## src/rtl/io_bus_controller_pkg.sv

```systemverilog
// Shared definitions for the keyboard I/O bus controller.
//   state_t    : controller FSM states
//   IO_BASE    : default byte address of I/O word 0
//   IO_WORDS   : default number of implemented 32-bit I/O words
//   BYTE_MASK  : zero-extension mask for byte (HAL) accesses
//   addr_legal : range + alignment check for a requested address
package io_pkg;

  typedef enum logic [1:0] {
    IDLE   = 2'd0,
    ACCESS = 2'd1,
    DONE   = 2'd2
  } state_t;

  localparam logic [31:0] IO_BASE   = 32'h0000_8000;
  localparam int          IO_WORDS  = 5;
  localparam logic [31:0] BYTE_MASK = 32'h0000_00FF;

  // The offset is an unsigned 32-bit difference, so addresses below the base
  // wrap to huge offsets and fail the range test without a separate compare.
  function automatic logic addr_legal(input logic [31:0] addr, input logic hal,
                                      input logic [31:0] base, input int words);
    logic [31:0] off;
    off = addr - base;
    return (off < 32'(4 * words)) && (hal || (off[1:0] == 2'b00));
  endfunction

endpackage

```

## src/rtl/io_bus_controller_if.sv

```systemverilog
// Bus bundles for the I/O bus controller.
//   io_req_if : two requesters (CPU data port = 0, keyboard scanner = 1)
//               req/we/hal per requester, addr/wdata per requester,
//               ack (one-hot pulse), err and rdata returned by the controller.
//               master = requester side, slave = controller side.
//   io_per_if : peripheral side of the I/O register block.
//               master = controller side, slave = peripheral side.
interface io_req_if;
  logic [1:0]  req;
  logic [1:0]  we;
  logic [1:0]  hal;
  logic [31:0] addr0;
  logic [31:0] addr1;
  logic [31:0] wdata0;
  logic [31:0] wdata1;
  logic [1:0]  ack;
  logic        err;
  logic [31:0] rdata;

  modport master (output req, we, hal, addr0, addr1, wdata0, wdata1,
                  input  ack, err, rdata);
  modport slave  (input  req, we, hal, addr0, addr1, wdata0, wdata1,
                  output ack, err, rdata);
endinterface

interface io_per_if;
  logic [31:0] io_address;
  logic [31:0] io_writeData;
  logic [31:0] io_readData;
  logic        io_Read;
  logic        io_Write;
  logic        io_HAL;

  modport master (output io_address, io_writeData, io_Read, io_Write, io_HAL,
                  input  io_readData);
  modport slave  (input  io_address, io_writeData, io_Read, io_Write, io_HAL,
                  output io_readData);
endinterface

```

## src/rtl/io_bus_controller_arb.sv

```systemverilog
// Two-requester round-robin arbiter (grant decision only).
//   clk, rst : clock, asynchronous active-high reset
//   en       : commit the decision (the controller pulses this in IDLE)
//   req      : request vector
//   valid    : at least one request present
//   grant    : index of the winning requester
// The pointer remembers the last grant; on a tie the other requester wins.
// It resets to 1 so requester 0 wins the first tie.
module rr_arbiter2 (
  input  logic       clk,
  input  logic       rst,
  input  logic       en,
  input  logic [1:0] req,
  output logic       valid,
  output logic       grant
);

  logic last;

  // NOTE: every output of a combinational block gets a default first, so no
  // path leaves it unassigned and no latch is inferred.
  always_comb begin
    valid = |req;
    grant = 1'b0;
    case (req)
      2'b10:   grant = 1'b1;
      2'b11:   grant = ~last;
      default: grant = 1'b0;
    endcase
  end

  always_ff @(posedge clk or posedge rst) begin
    if (rst)               last <= 1'b1;
    else if (en && valid)  last <= grant;
  end

endmodule

```

## src/rtl/io_bus_controller.sv

```systemverilog
// Shares the memory-mapped keyboard I/O register block between two requesters.
//   clk, rst : clock, asynchronous active-high reset
//   bus      : requester side (req/we/hal/addr/wdata in, ack/err/rdata out)
//   per      : peripheral side (io_address/io_writeData/strobes out,
//              io_readData in)
// IDLE grants one requester and checks the address; a legal access holds the
// strobes for ACC_CYCLES cycles in ACCESS, an illegal one goes straight to
// DONE with err set. DONE pulses ack for exactly one cycle.
module io_bus_controller
  import io_pkg::*;
#(
  parameter logic [31:0] BASE_ADDR  = IO_BASE,
  parameter int          NUM_WORDS  = IO_WORDS,
  parameter int          ACC_CYCLES = 2
) (
  input  logic     clk,
  input  logic     rst,
  io_req_if.slave  bus,
  io_per_if.master per
);

  localparam int CW = (ACC_CYCLES > 1) ? $clog2(ACC_CYCLES) : 1;

  state_t        state, next_state;
  logic [CW-1:0] cnt;
  logic          last_cycle;

  logic          arb_valid, arb_grant;
  logic [31:0]   sel_addr, sel_wdata;
  logic          sel_we, sel_hal, legal;

  logic          grant_q, we_q, hal_q, err_q;
  logic [31:0]   addr_q, wdata_q, rdata_q;

  rr_arbiter2 u_arb (
    .clk   (clk),
    .rst   (rst),
    .en    (state == IDLE),
    .req   (bus.req),
    .valid (arb_valid),
    .grant (arb_grant)
  );

  assign sel_addr   = arb_grant ? bus.addr1  : bus.addr0;
  assign sel_wdata  = arb_grant ? bus.wdata1 : bus.wdata0;
  assign sel_we     = bus.we[arb_grant];
  assign sel_hal    = bus.hal[arb_grant];
  assign legal      = addr_legal(sel_addr, sel_hal, BASE_ADDR, NUM_WORDS);
  assign last_cycle = (cnt == CW'(ACC_CYCLES - 1));

  // NOTE: sequential state uses non-blocking assignments so every register
  // samples pre-edge values, independent of block ordering.
  always_ff @(posedge clk or posedge rst) begin
    if (rst) state <= IDLE;
    else     state <= next_state;
  end

  always_comb begin
    next_state = state;
    case (state)
      IDLE:    if (arb_valid) next_state = legal ? ACCESS : DONE;
      ACCESS:  if (last_cycle) next_state = DONE;
      DONE:    next_state = IDLE;
      default: next_state = IDLE;
    endcase
  end

  // Holding registers. addr_q/wdata_q double as the peripheral address and
  // write data, and are only loaded by a legal access so the peripheral never
  // sees an address change for a rejected request.
  // NOTE: these are a handful of flops, not a memory, so all of them get a
  // reset value; the outputs they drive are defined straight out of reset.
  always_ff @(posedge clk or posedge rst) begin
    if (rst) begin
      cnt     <= '0;
      grant_q <= 1'b0;
      we_q    <= 1'b0;
      hal_q   <= 1'b0;
      err_q   <= 1'b0;
      addr_q  <= '0;
      wdata_q <= '0;
      rdata_q <= '0;
    end else begin
      case (state)
        IDLE: begin
          cnt <= '0;
          if (arb_valid) begin
            grant_q <= arb_grant;
            we_q    <= sel_we;
            hal_q   <= sel_hal;
            err_q   <= ~legal;
            if (legal) begin
              addr_q <= sel_addr;
              if (sel_we) wdata_q <= sel_hal ? (sel_wdata & BYTE_MASK) : sel_wdata;
            end
          end
        end
        ACCESS: begin
          cnt <= cnt + 1'b1;
          if (last_cycle && !we_q)
            rdata_q <= hal_q ? (per.io_readData & BYTE_MASK) : per.io_readData;
        end
        default: ;
      endcase
    end
  end

  // Strobes and ack decode from the state alone, so an asynchronous reset
  // drops them immediately.
  always_comb begin
    bus.ack      = 2'b00;
    bus.err      = 1'b0;
    per.io_Read  = 1'b0;
    per.io_Write = 1'b0;
    per.io_HAL   = 1'b0;
    case (state)
      ACCESS: begin
        per.io_Read  = ~we_q;
        per.io_Write = we_q;
        per.io_HAL   = hal_q;
      end
      DONE: begin
        bus.ack[grant_q] = 1'b1;
        bus.err          = err_q;
      end
      default: ;
    endcase
  end

  assign bus.rdata        = rdata_q;
  assign per.io_address   = addr_q;
  assign per.io_writeData = wdata_q;

endmodule

```

## src/flat_wrapper.sv

```systemverilog
// flat-port wrapper written by rule: the top's interface ports become plain ports
module io_bus_controller_flat import io_pkg::*;
#(
  parameter logic [31:0] BASE_ADDR  = IO_BASE,
  parameter int          NUM_WORDS  = IO_WORDS,
  parameter int          ACC_CYCLES = 2
)
  (clk, rst, bus_req, bus_we, bus_hal, bus_addr0, bus_addr1, bus_wdata0, bus_wdata1, bus_ack, bus_err, bus_rdata, per_io_address, per_io_writeData, per_io_Read, per_io_Write, per_io_HAL, per_io_readData);
  io_req_if bus_i ();
  io_per_if per_i ();
  input  logic clk;
  input  logic rst;
  input wire logic [$bits(bus_i.req)-1:0] bus_req;
  input wire logic [$bits(bus_i.we)-1:0] bus_we;
  input wire logic [$bits(bus_i.hal)-1:0] bus_hal;
  input wire logic [$bits(bus_i.addr0)-1:0] bus_addr0;
  input wire logic [$bits(bus_i.addr1)-1:0] bus_addr1;
  input wire logic [$bits(bus_i.wdata0)-1:0] bus_wdata0;
  input wire logic [$bits(bus_i.wdata1)-1:0] bus_wdata1;
  output wire logic [$bits(bus_i.ack)-1:0] bus_ack;
  output wire logic [$bits(bus_i.err)-1:0] bus_err;
  output wire logic [$bits(bus_i.rdata)-1:0] bus_rdata;
  output wire logic [$bits(per_i.io_address)-1:0] per_io_address;
  output wire logic [$bits(per_i.io_writeData)-1:0] per_io_writeData;
  output wire logic [$bits(per_i.io_Read)-1:0] per_io_Read;
  output wire logic [$bits(per_i.io_Write)-1:0] per_io_Write;
  output wire logic [$bits(per_i.io_HAL)-1:0] per_io_HAL;
  input wire logic [$bits(per_i.io_readData)-1:0] per_io_readData;
  assign bus_i.req = bus_req;
  assign bus_i.we = bus_we;
  assign bus_i.hal = bus_hal;
  assign bus_i.addr0 = bus_addr0;
  assign bus_i.addr1 = bus_addr1;
  assign bus_i.wdata0 = bus_wdata0;
  assign bus_i.wdata1 = bus_wdata1;
  assign bus_ack = bus_i.ack;
  assign bus_err = bus_i.err;
  assign bus_rdata = bus_i.rdata;
  assign per_io_address = per_i.io_address;
  assign per_io_writeData = per_i.io_writeData;
  assign per_io_Read = per_i.io_Read;
  assign per_io_Write = per_i.io_Write;
  assign per_io_HAL = per_i.io_HAL;
  assign per_i.io_readData = per_io_readData;
  io_bus_controller #(.BASE_ADDR(BASE_ADDR), .NUM_WORDS(NUM_WORDS), .ACC_CYCLES(ACC_CYCLES)) u_core (.clk(clk), .rst(rst), .bus(bus_i), .per(per_i));
endmodule
```

## config.mk

```make
export PLATFORM = sky130hd
export DESIGN_NAME = io_bus_controller_flat
export DESIGN_NICKNAME = d
export VERILOG_FILES = /design/src/rtl/io_bus_controller_pkg.sv /design/src/rtl/io_bus_controller_if.sv /design/src/rtl/io_bus_controller_arb.sv /design/src/rtl/io_bus_controller.sv /design/src/flat_wrapper.sv
export SDC_FILE = /design/constraint.sdc
export NUM_CORES = 1
export LEC_CHECK = 0
export ABC_CLOCK_PERIOD_IN_PS = 7200
export CAP_MARGIN = 10
export CELL_PAD_IN_SITES_DETAIL_PLACEMENT = 2
export CELL_PAD_IN_SITES_GLOBAL_PLACEMENT = 2
export CORE_UTILIZATION = 41
export CTS_BUF_LIST = sky130_fd_sc_hd__clkbuf_8
export DETAILED_ROUTE_END_ITERATION = 6
export DONT_BUFFER_PORTS = 1
export PLACE_DENSITY_LB_ADDON = 0.3
export REMOVE_ABC_BUFFERS = 1
export SYNTH_ARGS = -nofsm -noshare
export SYNTH_HDL_FRONTEND = slang
export SYNTH_SLANG_ARGS = --single-unit
```

## constraint.sdc

```tcl
create_clock -name clk -period 7.2 [get_ports clk]
set_clock_uncertainty 0.2 [all_clocks]
set_input_delay 0.72 -clock clk [delete_from_list [all_inputs] [get_ports clk]]
set_output_delay 0.72 -clock clk [all_outputs]
set_load 0.01 [all_outputs]
```

# Word-level counts from Yosys, hierarchy flattened
# Cells that the tools add are included.
# op_classes
magnitude_cmp,4
reduce_logical,15
n_eq_ne,6
n_bitwise,3
add_sub_neg,2
muxes,21
# ops
op,count
$mux 32,4
$lt 32x5->1 const B,1
$sub 32x16->32 const B,1
$mux 1,9
$mux 2,4
$eq 2x2->1 const B,3
$reduce_and 2->1,3
$logic_and 1x1->1,4
$logic_not 2->1,2
$lt 1x2->1 const B,2
$ne 2x1->1 const B,2
$pmux 1 s2,2
$pmux 2 s2,1
$reduce_and 4->1,1
$not 1->1,3
$reduce_and 3->1,1
$eq 2x1->1 const B,1
$reduce_bool 2->1,1
$reduce_or 2->1,1
$add 1x1->1 const B,1
$demux 1 s1,1
$ge 1x1->1 const B,1
$logic_not 1->1,1
$logic_or 1x1->1,1
# totals
inputBits,168
wordCells,61
regBits,104
out_inout_bits,102

# Depth between registers and ports, before layout
# Gate-level depths: netlist (run 1).
# logic_depth
depth_word,10
ltp_mapped,17
mapped_depth_nobuf,11

# Hierarchy
# A second synthesis (run 1) with hierarchy kept.
# unflattened
hier_cells,461
hier_area_um2,5222.5
# by_module_without_submodules
mod,area_per_inst_um2,instances,seq_area_each_um2,cells_per_inst
io_bus_controller,5167.5,1,2577.5,455
rr_arbiter2,55.1,1,26.3,6

# Least setup slack after synthesis (run 1)
# Ideal clock, no wire load.
# synth_timing
path_kind,input port to flip-flop
startpoint,input bus_req[1]
endpoint,register u_core.wdata_q[0] (netlist: u_core.per.io_writeData[0])
arrival_time_ns,4.145
required_ns,6.875
n_path_buf,7
setup_time_ns,0.125
cell_stages,17
path_slack_ns,2.730
cell_sequence,a21bo_1 clkbuf_2 clkbuf_8 clkbuf_8 clkbuf_1 buf_1 mux2i_1 ha_1 clkbuf_1 nor3b_1 mux2i_1 and3_2 a31oi_1 nor3b_4 nand4_4 buf_12 mux2_4
# synth_between
elab_chain_len,8
word_cells_on_any_way,17
cone_classes,add/sub: 1; order compare: 1; eq/ne: 2; mux: 8; reduce/logical: 5
# synth_rtl
item,line,text
start: declaration,flat_wrapper.sv:13,input wire logic [$bits(bus_i.req)-1:0] bus_req;
"parallel branches: the longest is 8 deep, another holds $sub 32x16->32",-,
end signal: assignment,io_bus_controller.sv:94,if (sel_we) wdata_q <= sel_hal ? (sel_wdata & BYTE_MASK) : sel_wdata;
end: declaration,io_bus_controller.sv:33,"logic [31:0] addr_q, wdata_q, rdata_q;"
# Several ways; the timed one is not identified. The select of a mux whose other input is x is not followed.
# A chain may end at the register's enable or synchronous reset.

# Worst setup path in the final report (run 1)
# layout_timing
startpoint,register u_core.u_arb.last
endpoint,register u_core.wdata_q[30] (netlist: u_core.per.io_writeData[30])
# layout_between
elab_chain_len,8
word_cells_on_any_way,15
cone_classes,add/sub: 1; order compare: 1; mux: 8; bitwise: 1; reduce/logical: 4
# layout_rtl
item,line,text
start: declaration,io_bus_controller_arb.sv:18,logic last;
start signal: assignment,io_bus_controller_arb.sv:34,else if (en && valid) last <= grant;
$not 1->1 *,io_bus_controller_arb.sv:27,2'b11: grant = ~last;
$pmux 1 s2 *,io_bus_controller_arb.sv:25,case (req)
"parallel branches: the longest is 6 deep, another holds $sub 32x16->32",-,
# Mark *: on every way between the ends. The select of a mux whose other input is x is not followed.

==> results of run 1 <==
==> layout make-up <==
cell class | count | area, um^2 | area share, %
Inverter | 4 | 17.52 | 0.3097
Sequential cell | 104 | 2604 | 46.03
Clock buffer | 10 | 137.6 | 2.433
Tap cell | 172 | 215.2 | 3.804
Multi-Input combinational cell | 395 | 2584 | 45.68
Clock inverter | 6 | 66.31 | 1.172
Timing Repair Buffer | 4 | 32.53 | 0.5751
==> registers in the layout, summed over array words and instances, names as in the netlist <==
signal	count
u_core.bus.rdata	32
u_core.per.io_address	32
u_core.per.io_writeData	32
u_core.state	2
u_core.cnt	1
u_core.err_q	1
u_core.grant_q	1
u_core.hal_q	1
u_core.u_arb.last	1
u_core.we_q	1
==> cell families (layout without fill, tap and decap cells) <==
kind of cell	Yosys count	in the layout	synth area share, %
fa+ha+maj	1	1	0.2313
xor+xnor	7	7	1.134
flops	104	104	48.15
compound gates	80	80	8.561
mux	59	59	14.37
simple gates	248	248	23.35
buf+inv	33	24	4.211
==> layout by cell type, fill, tap and decap left out, types with 2 or more instances in the layout <==
master and count:
nor4_1 5, nor4bb_1 2, and2_1 26, nand4_4 2
a21oi_1 29, mux2i_1 9, o21ai_0 30, a31oi_1 3
xnor2_1 6, o211ai_1 4, dfrtp_1 103, nand3_1 2
or4_4 2, o21ai_1 3, nand2_1 124, nand2b_1 26
mux2_1 3, buf_4 3, nor2_1 18, or3_1 3
nor3_1 17, clkinv_2 2, mux2_2 16, mux2_4 30
clkbuf_8 10, or4_1 3, o22ai_1 2, nand4_1 3
inv_6 2, nor3b_1 4, inv_1 3
==> routing by layer <==
layer,global-route usage (%),wire length (um)
met4,5.570,176
met1,25.71,6130
met2,43.04,8613
met3,9.217,1450
met5,0,0
==> worst max-delay path, cell delays in order (launching register included) <==
cell	delay [ns]
dfstp_2	0.59
a21bo_2	0.45
mux2_2	0.44
inv_1	0.07
ha_1	0.34
nor3b_1	0.29
mux2i_1	0.21
and3_2	0.19
a31oi_1	0.09
nor3b_4	0.28
nand4_4	0.67
mux2_2	0.56
==> synth_stat cells (all sizes together) <==
cell and number:
nand2b 26, nor4bb 2, a21bo 2, nor4 5
and4 2, a221oi 1, nand4 5, a21boi 2
nand3 2, or3 5, a31oi 3, a21o 1
mux2i 10, buf 8, nor3b 5, o31a 1
o211ai 4, xor2 1, nand2 124, nor2b 1
or4 5, dfrtp 103, nor3 18, and3b 1
o2111a 1, or2 1, and2 26, dlygate4sd3 1
a22o 1, nor2 18, dfstp 1, inv 4
xnor2 6, a21oi 29, mux2 49, o22ai 2
ha 1, o21ai 33, and3 2, clkbuf 20
==> repair_timing <==
| action | 4_1_cts | 5_1_grt |
|---|---|---|
| hold buffers | 1 | 0 |
| endpoints found under the hold margin | 22 | 0 |
| endpoints found under the setup margin | 0 | 0 |
==> metrics by stage <==
stage | setup slack [ns] | std cells | utilization, %
2_1_floorplan | 2.260 | 503 | -
4_1_cts | 2.626 | 695 | 44.46
3_3_place_gp | 2.633 | 678 | 42.78
5_1_grt | 2.386 | 695 | 44.46
6_report | 2.679 | 695 | 44.46
3_5_place_dp | 2.473 | 678 | 42.78
==> final timing paths <==
path	startpoint	endpoint	slack [ns]	depth (start not counted)
min in group asynchronous	rst	u_core.per.io_address[9]$_DFFE_PP0P_	0.57	2
hold / removal	bus_req[0]	u_core.u_arb.last$_DFFE_PP1P_	0.20	1
hold reg to reg	u_core.err_q$_DFFE_PP0P_	u_core.err_q$_DFFE_PP0P_	0.32	2
max in group asynchronous	rst	u_core.bus.rdata[8]$_DFFE_PP0P_	4.90	3
setup reg to reg	u_core.u_arb.last$_DFFE_PP1P_	u_core.per.io_writeData[30]$_DFFE_PP0P_	2.68	11
setup / recovery	u_core.u_arb.last$_DFFE_PP1P_	u_core.per.io_writeData[30]$_DFFE_PP0P_	2.68	11
==> power groups by stage <==
stage | clock (mW) | sequential (mW) | combinational [mW]
detailed placement | 0 | 0.623 | 0.162
global route | 0.410 | 0.614 | 0.179
finish | 0.384 | 0.612 | 0.160
floorplan | 0 | 0.615 | 0.121
global placement | 0 | 0.622 | 0.153
CTS | 0.395 | 0.612 | 0.164
==> summary.md, run 1 <==
| Metric | Value |
|---|---|
| Mapped Cells | `532` |
| H-tree depth | `3` |
| Chip Width | `roughly 120 um` |
| Status | `completed` |
| Vias per cell | `about 5.7` |
| Final Hold Fails | `0` |
| Design Area, Final | `~5700 um^2` |
| Post-synth top area cell | `dfrtp_1` |
| CTS sink cnt | `104` |
| Final setup TNS | `0 ns` |
| Power Total | `between 1 and 1.5 mW` |
| Initial core utilization | `a little over two fifths` |
| Number of distinct library cells after synthesis | `a little under 60` |
| Synth-to-Final Area Change | `4.604%` |
| Final GP Congestion | `slightly below 0.8` |
| CTS tree | `done` |
| #FFs+latches synth | `approximately 100` |
| CP Max Fanout | `32` |
| YS warnings | `0` |
| Final setup fails | `0` |
| Final period util | `between 60% and 70%` |
| Port Buffers | `0` |
| DR pass1 iterations | `4` |
| Total GRT Usage | `between 20% and 30%` |
| Post-Syn Area per Cell | `about 10 um^2` |
| Psw | `about 0.33 mW` |
| Switching Fraction | `between 20% and 30%` |
| ANT nets after route | `0` |
| CP Capture Type | `flip-flop` |
| Pint | `0.8280 mW` |
| Worst Tran Pin Value | `1.045 ns` |
| Vias in the first global route | `about 4,300` |
| Clock share of power | `between 30 and 40%` |
| Fin. max-slew vios | `0` |
| Peak supply drop | `between 0.0001 and 0.00015 V` |
| Num CTS Buffers | `9` |
| Post-synth top area share | `47.66%` |
| Residual DRC | `0` |
| Largest net degree at the start of global routing | `83` |
| Logic pwr share | `about 14%` |
| Post-CTS Resized | `0` |
| Via count | `~3,900` |
| Die area | `~14,000 um^2` |
| CORE AREA | `~13,000 um^2` |
| Clk_lat worst skew | `about 0.37 ns` |
| Fraction of layout cells with a size suffix above 1 | `between 15 and 20%` |
| Power per Cell Area | `between 200 and 250 nW/um^2` |
| Sequential share of power | `a little over half` |
| Post-CTS Setup Inserts | `0` |
| Initial antenna violation count | `0` |
| Critical Path RT | `roughly 7.3 ns` |
| RSZ-0062 raised after global routing | `false` |
| Mean routed wirelength per cell | `roughly 24 um` |
| Placed Area | `5443 um^2` |
| Leak | `between 2 and 3 nW` |
| First-pass GRT wire length | `around 24 mm` |
| Routed wire length | `16.37 mm` |
| Area contributors post-synth | `dfrtp_1 (48%), nand2_1 (8.6%), mux2_4 (8.3%), mux2_2 (3.3%), and2_1 (3.0%)` |
| CP Data Arrival Time | `roughly 4.6 ns` |
| Startpoint class of the critical path | `flip-flop` |
| HP Class | `in2reg` |
| FMAX | `around 0.22 GHz` |
| HPWL Detailed | `12.07 mm` |
| Max-slew headroom | `30.33%` |
| Num rows | `41` |
| Worst-path clk slew | `0.10 ns` |
| Worst hold slack | `0.2036 ns` |
| Post-synthesis cell area | `5408 um^2` |
| # fillers | `1,342` |
| DIE HEIGHT | `116.8 um` |
| Max clock buf depth | `2` |
| Overflow after GRT | `0` |
| Antenna Cells | `0` |
| Tmin final | `about 4.5 ns` |
| Nets | `just under 700` |
| Drt first-iter violations | `about 190` |
| Sequential share of the synthesized area | `between 40% and 50%` |
| I/O pin count | `270` |
| CTS root buffer | `clkbuf_8` |
| Number of max-cap violations | `0` |
| Crit Path Class | `reg2reg` |
Note: power is estimated with default switching activity, not from simulation.
==> inputs of run 2 (changes only) <==
--- a/config.mk
+++ b/config.mk
@@ -5,11 +5,11 @@
 export SDC_FILE = /design/constraint.sdc
 export NUM_CORES = 1
 export LEC_CHECK = 0
-export ABC_CLOCK_PERIOD_IN_PS = 7200
+export ABC_CLOCK_PERIOD_IN_PS = 4600
 export CAP_MARGIN = 10
 export CELL_PAD_IN_SITES_DETAIL_PLACEMENT = 2
 export CELL_PAD_IN_SITES_GLOBAL_PLACEMENT = 2
-export CORE_UTILIZATION = 41
+export CORE_UTILIZATION = 38
 export CTS_BUF_LIST = sky130_fd_sc_hd__clkbuf_8
 export DETAILED_ROUTE_END_ITERATION = 6
 export DONT_BUFFER_PORTS = 1
==> constraint.sdc (replaced) <==
create_clock -name clk -period 4.6 [get_ports clk]
set_clock_uncertainty 0.2 [all_clocks]
set_input_delay 0.46 -clock clk [delete_from_list [all_inputs] [get_ports clk]]
set_output_delay 0.46 -clock clk [all_outputs]
set_load 0.01 [all_outputs]
==> run 2 against run 1 <==
  * Global-route usage fell by 1.3 points
  * Critical path type unchanged
  * Highest routed layer unchanged
  * Count of clock-buffer cells in the layout fell by 1
  * Clock power rose by 46%
  * Register-to-register slack got worse by 2.0 ns
  * Core utilization fell by 2.1 points
  * Die area rose by 7.8%
  * Largest cell class unchanged
  * Critical path depth rose by 1
  * First-iteration DRC count fell by 16%
==> summary.md, run 2 (synthesis gave the netlist of run 1 again) <==
| Metric | Value |
|---|---|
| Status | `completed` |
| Num CTS Buffers | `9` |
| Most frequent cells in the layout | `nand2_1 (124), dfrtp_1 (103), o21ai_0 (30), mux2_4 (30), a21oi_1 (29)` |
| Hold path start | `per_io_readData[17]` |
| Port Buffers | `0` |
| Clock share of power | `about a third` |
| Vias per cell | `roughly 5.5` |
| Vias in the first global route | `4,659` |
| Pint | `1.246 mW` |
| Final std cells w/o fill | `between 700 and 800` |
| Mean routed wirelength per cell | `22.12 um` |
| Switching Fraction | `a little over 30%` |
| Worst Tran Pin Value | `between 0.9 and 1 ns` |
| CP Data Arrival Time | `3.96 ns` |
| Residual DRC | `0` |
| Levels on crit path | `12` |
| Initial core utilization | `around two fifths` |
| Fraction of layout cells with a size suffix above 1 | `15.54%` |
| # fillers | `~1,500` |
| Final setup fails | `0` |
| DP Worst Slack | `between 0.7 and 0.8 ns` |
| HPWL Detailed | `11.43 mm` |
| CP Cell Sequence | `a21bo_2 > mux2_2 > inv_1 > ha_1 > nor3b_1 > mux2i_1 > and3_2 > a31oi_1 > nor3b_4 > nand4_4 > buf_4 > mux2_4` |
| Critical path's slowest cell | `dfstp_2` |
| CTS root buffer | `clkbuf_8` |
| First-pass GRT wire length | `~25 mm` |
| Sequential share of power | `a little over half` |
| Die area | `14,710 um^2` |
| Antenna Cells | `0` |
| Synth-to-Final Area Change | `8.815%` |
| Routed wire length | `approximately 16 mm` |
| Finished Core Util | `a little over two fifths` |
| Total GRT Usage | `~22%` |
| Final setup TNS | `0 ns` |
| Tmin final | `between 3 and 4 ns` |
| Critical Path RT | `4.68 ns` |
| Startpoint class of the critical path | `flip-flop` |
| Max-slew headroom | `approximately 37%` |
| CP top delay family | `simple AND/OR/NAND/NOR gates` |
| CTS sink cnt | `around 100` |
| Chip Width | `between 100 and 150 um` |
| Overflow after GRT | `0` |
| Clk_lat worst skew | `approximately 0.40 ns` |
| Nets | `~700` |
| Worst-path clk slew | `around 0.10 ns` |
| Critical Path Source | `u_core.u_arb.last$_DFFE_PP1P_` |
| Placed Area | `5468 um^2` |
| Logic pwr share | `between 10% and 20%` |
| Crit Path Class | `reg2reg` |
| Final Hold Fails | `0` |
| Num rows | `43` |
| Worst path max stage delay | `~0.59 ns` |
| DR pass1 iterations | `4` |
| H-tree depth | `3` |
| Via count | `around 4,000` |
| HP Class | `in2reg` |
| Peak supply drop | `roughly 0.00014 V` |
| DIE HEIGHT | `approximately 120 um` |
| Reg-to-Reg Start | `u_core.u_arb.last$_DFFE_PP1P_` |
| Design Area, Final | `5884 um^2` |
| Commonest non-fill, non-tap cell in the layout | `nand2_1` |
| Max clock buf depth | `2` |
| Psw | `around 0.54 mW` |
| ANT nets after route | `0` |
| Power per Cell Area | `between 300 and 400 nW/um^2` |
| Fin. max-slew vios | `0` |
| FMAX | `0.2574 GHz` |
| Largest net degree at the start of global routing | `between 70 and 80` |
| CORE AREA | `13,880 um^2` |
| Leak | `2.836 nW` |
| Final period util | `between 80% and 90%` |
| Final worst slack | `between 0.7 and 0.8 ns` |
| RSZ-0062 raised after global routing | `false` |
| Placed instance count | `688` |
| Hold Crit Depth | `2` |
| CP Capture Type | `flip-flop` |
| CP bufs+invs | `2` |
| Drt first-iter violations | `~160` |
| CTS tree | `done` |
| Number of max-cap violations | `0` |
| Final GP Congestion | `approximately 0.76` |
| R2R cell count | `12` |
| I/O pin count | `270` |
| Initial antenna violation count | `0` |
| CP Max Fanout | `13` |
## run 2: worst reg2reg max path: stages, from the launching register on
cell and delay [ns]:
dfstp_2 0.59, a21bo_2 0.19, mux2_2 0.38, inv_1 0.07, ha_1 0.32, nor3b_1 0.29, mux2i_1 0.20, and3_2 0.18
a31oi_1 0.10, nor3b_4 0.31, nand4_4 0.30, buf_4 0.33, mux2_4 0.33
## run 2: power by group through the flow
stage / Sequential, mW / Clock [mW] / Combinational (mW)
3_3_place_gp: 0.974 / 0 / 0.244
3_5_place_dp: 0.976 / 0 / 0.255
4_1_cts: 0.958 / 0.584 / 0.273
6_report: 0.957 / 0.561 / 0.268
2_1_floorplan: 0.963 / 0 / 0.190
5_1_grt: 0.961 / 0.616 / 0.300
## run 2: timing repair
action,in CTS,in global routing
buffers inserted,0,0
hold buffers,23,0
resized for setup,0,0
endpoints found under the hold margin,97,0
## run 2: final cells by class
| cell class | count | area (um^2) | share of cell area [%] |
|---|---|---|---|
| Sequential cell | 104 | 2604 | 44.25 |
| Clock buffer | 9 | 123.9 | 2.105 |
| Inverter | 4 | 17.52 | 0.2977 |
| Timing Repair Buffer | 28 | 267.8 | 4.550 |
| Clock inverter | 7 | 62.56 | 1.063 |
| Tap cell | 180 | 225.2 | 3.827 |
| Multi-Input combinational cell | 395 | 2584 | 43.91 |
## run 2: per-stage QoR
stage	total power, mW	hold WS (ns)
6_report	1.787	0.01612
5_1_grt	1.878	0.004869
4_1_cts	1.814	0.0007127
3_5_place_dp	1.231	0.3141
3_3_place_gp	1.218	0.2830
2_1_floorplan	1.153	0.2622
## run 2: metal layers
layer / wire, um / GRT usage (%) / vias up
met5: 0 / 0 / -
met2: 8431 / 39.38 / 158
met1: 5862 / 23.41 / 1989
met4: 403 / 7.870 / 0
met3: 1383 / 9.586 / 28
li1: - / - / 1829
## run 2: final timing paths
path,endpoint,slack (ns)
min in group asynchronous,u_core.bus.rdata[7]$_DFFE_PP0P_,0.55
min reg2reg,u_core.state[0]$_DFFE_PP0P_,0.34
max reg2reg,u_core.per.io_writeData[18]$_DFFE_PP0P_,0.72
max in group asynchronous,u_core.bus.rdata[19]$_DFFE_PP0P_,2.69
min,u_core.bus.rdata[17]$_DFFE_PP0P_,0.02
max,u_core.per.io_writeData[18]$_DFFE_PP0P_,0.72
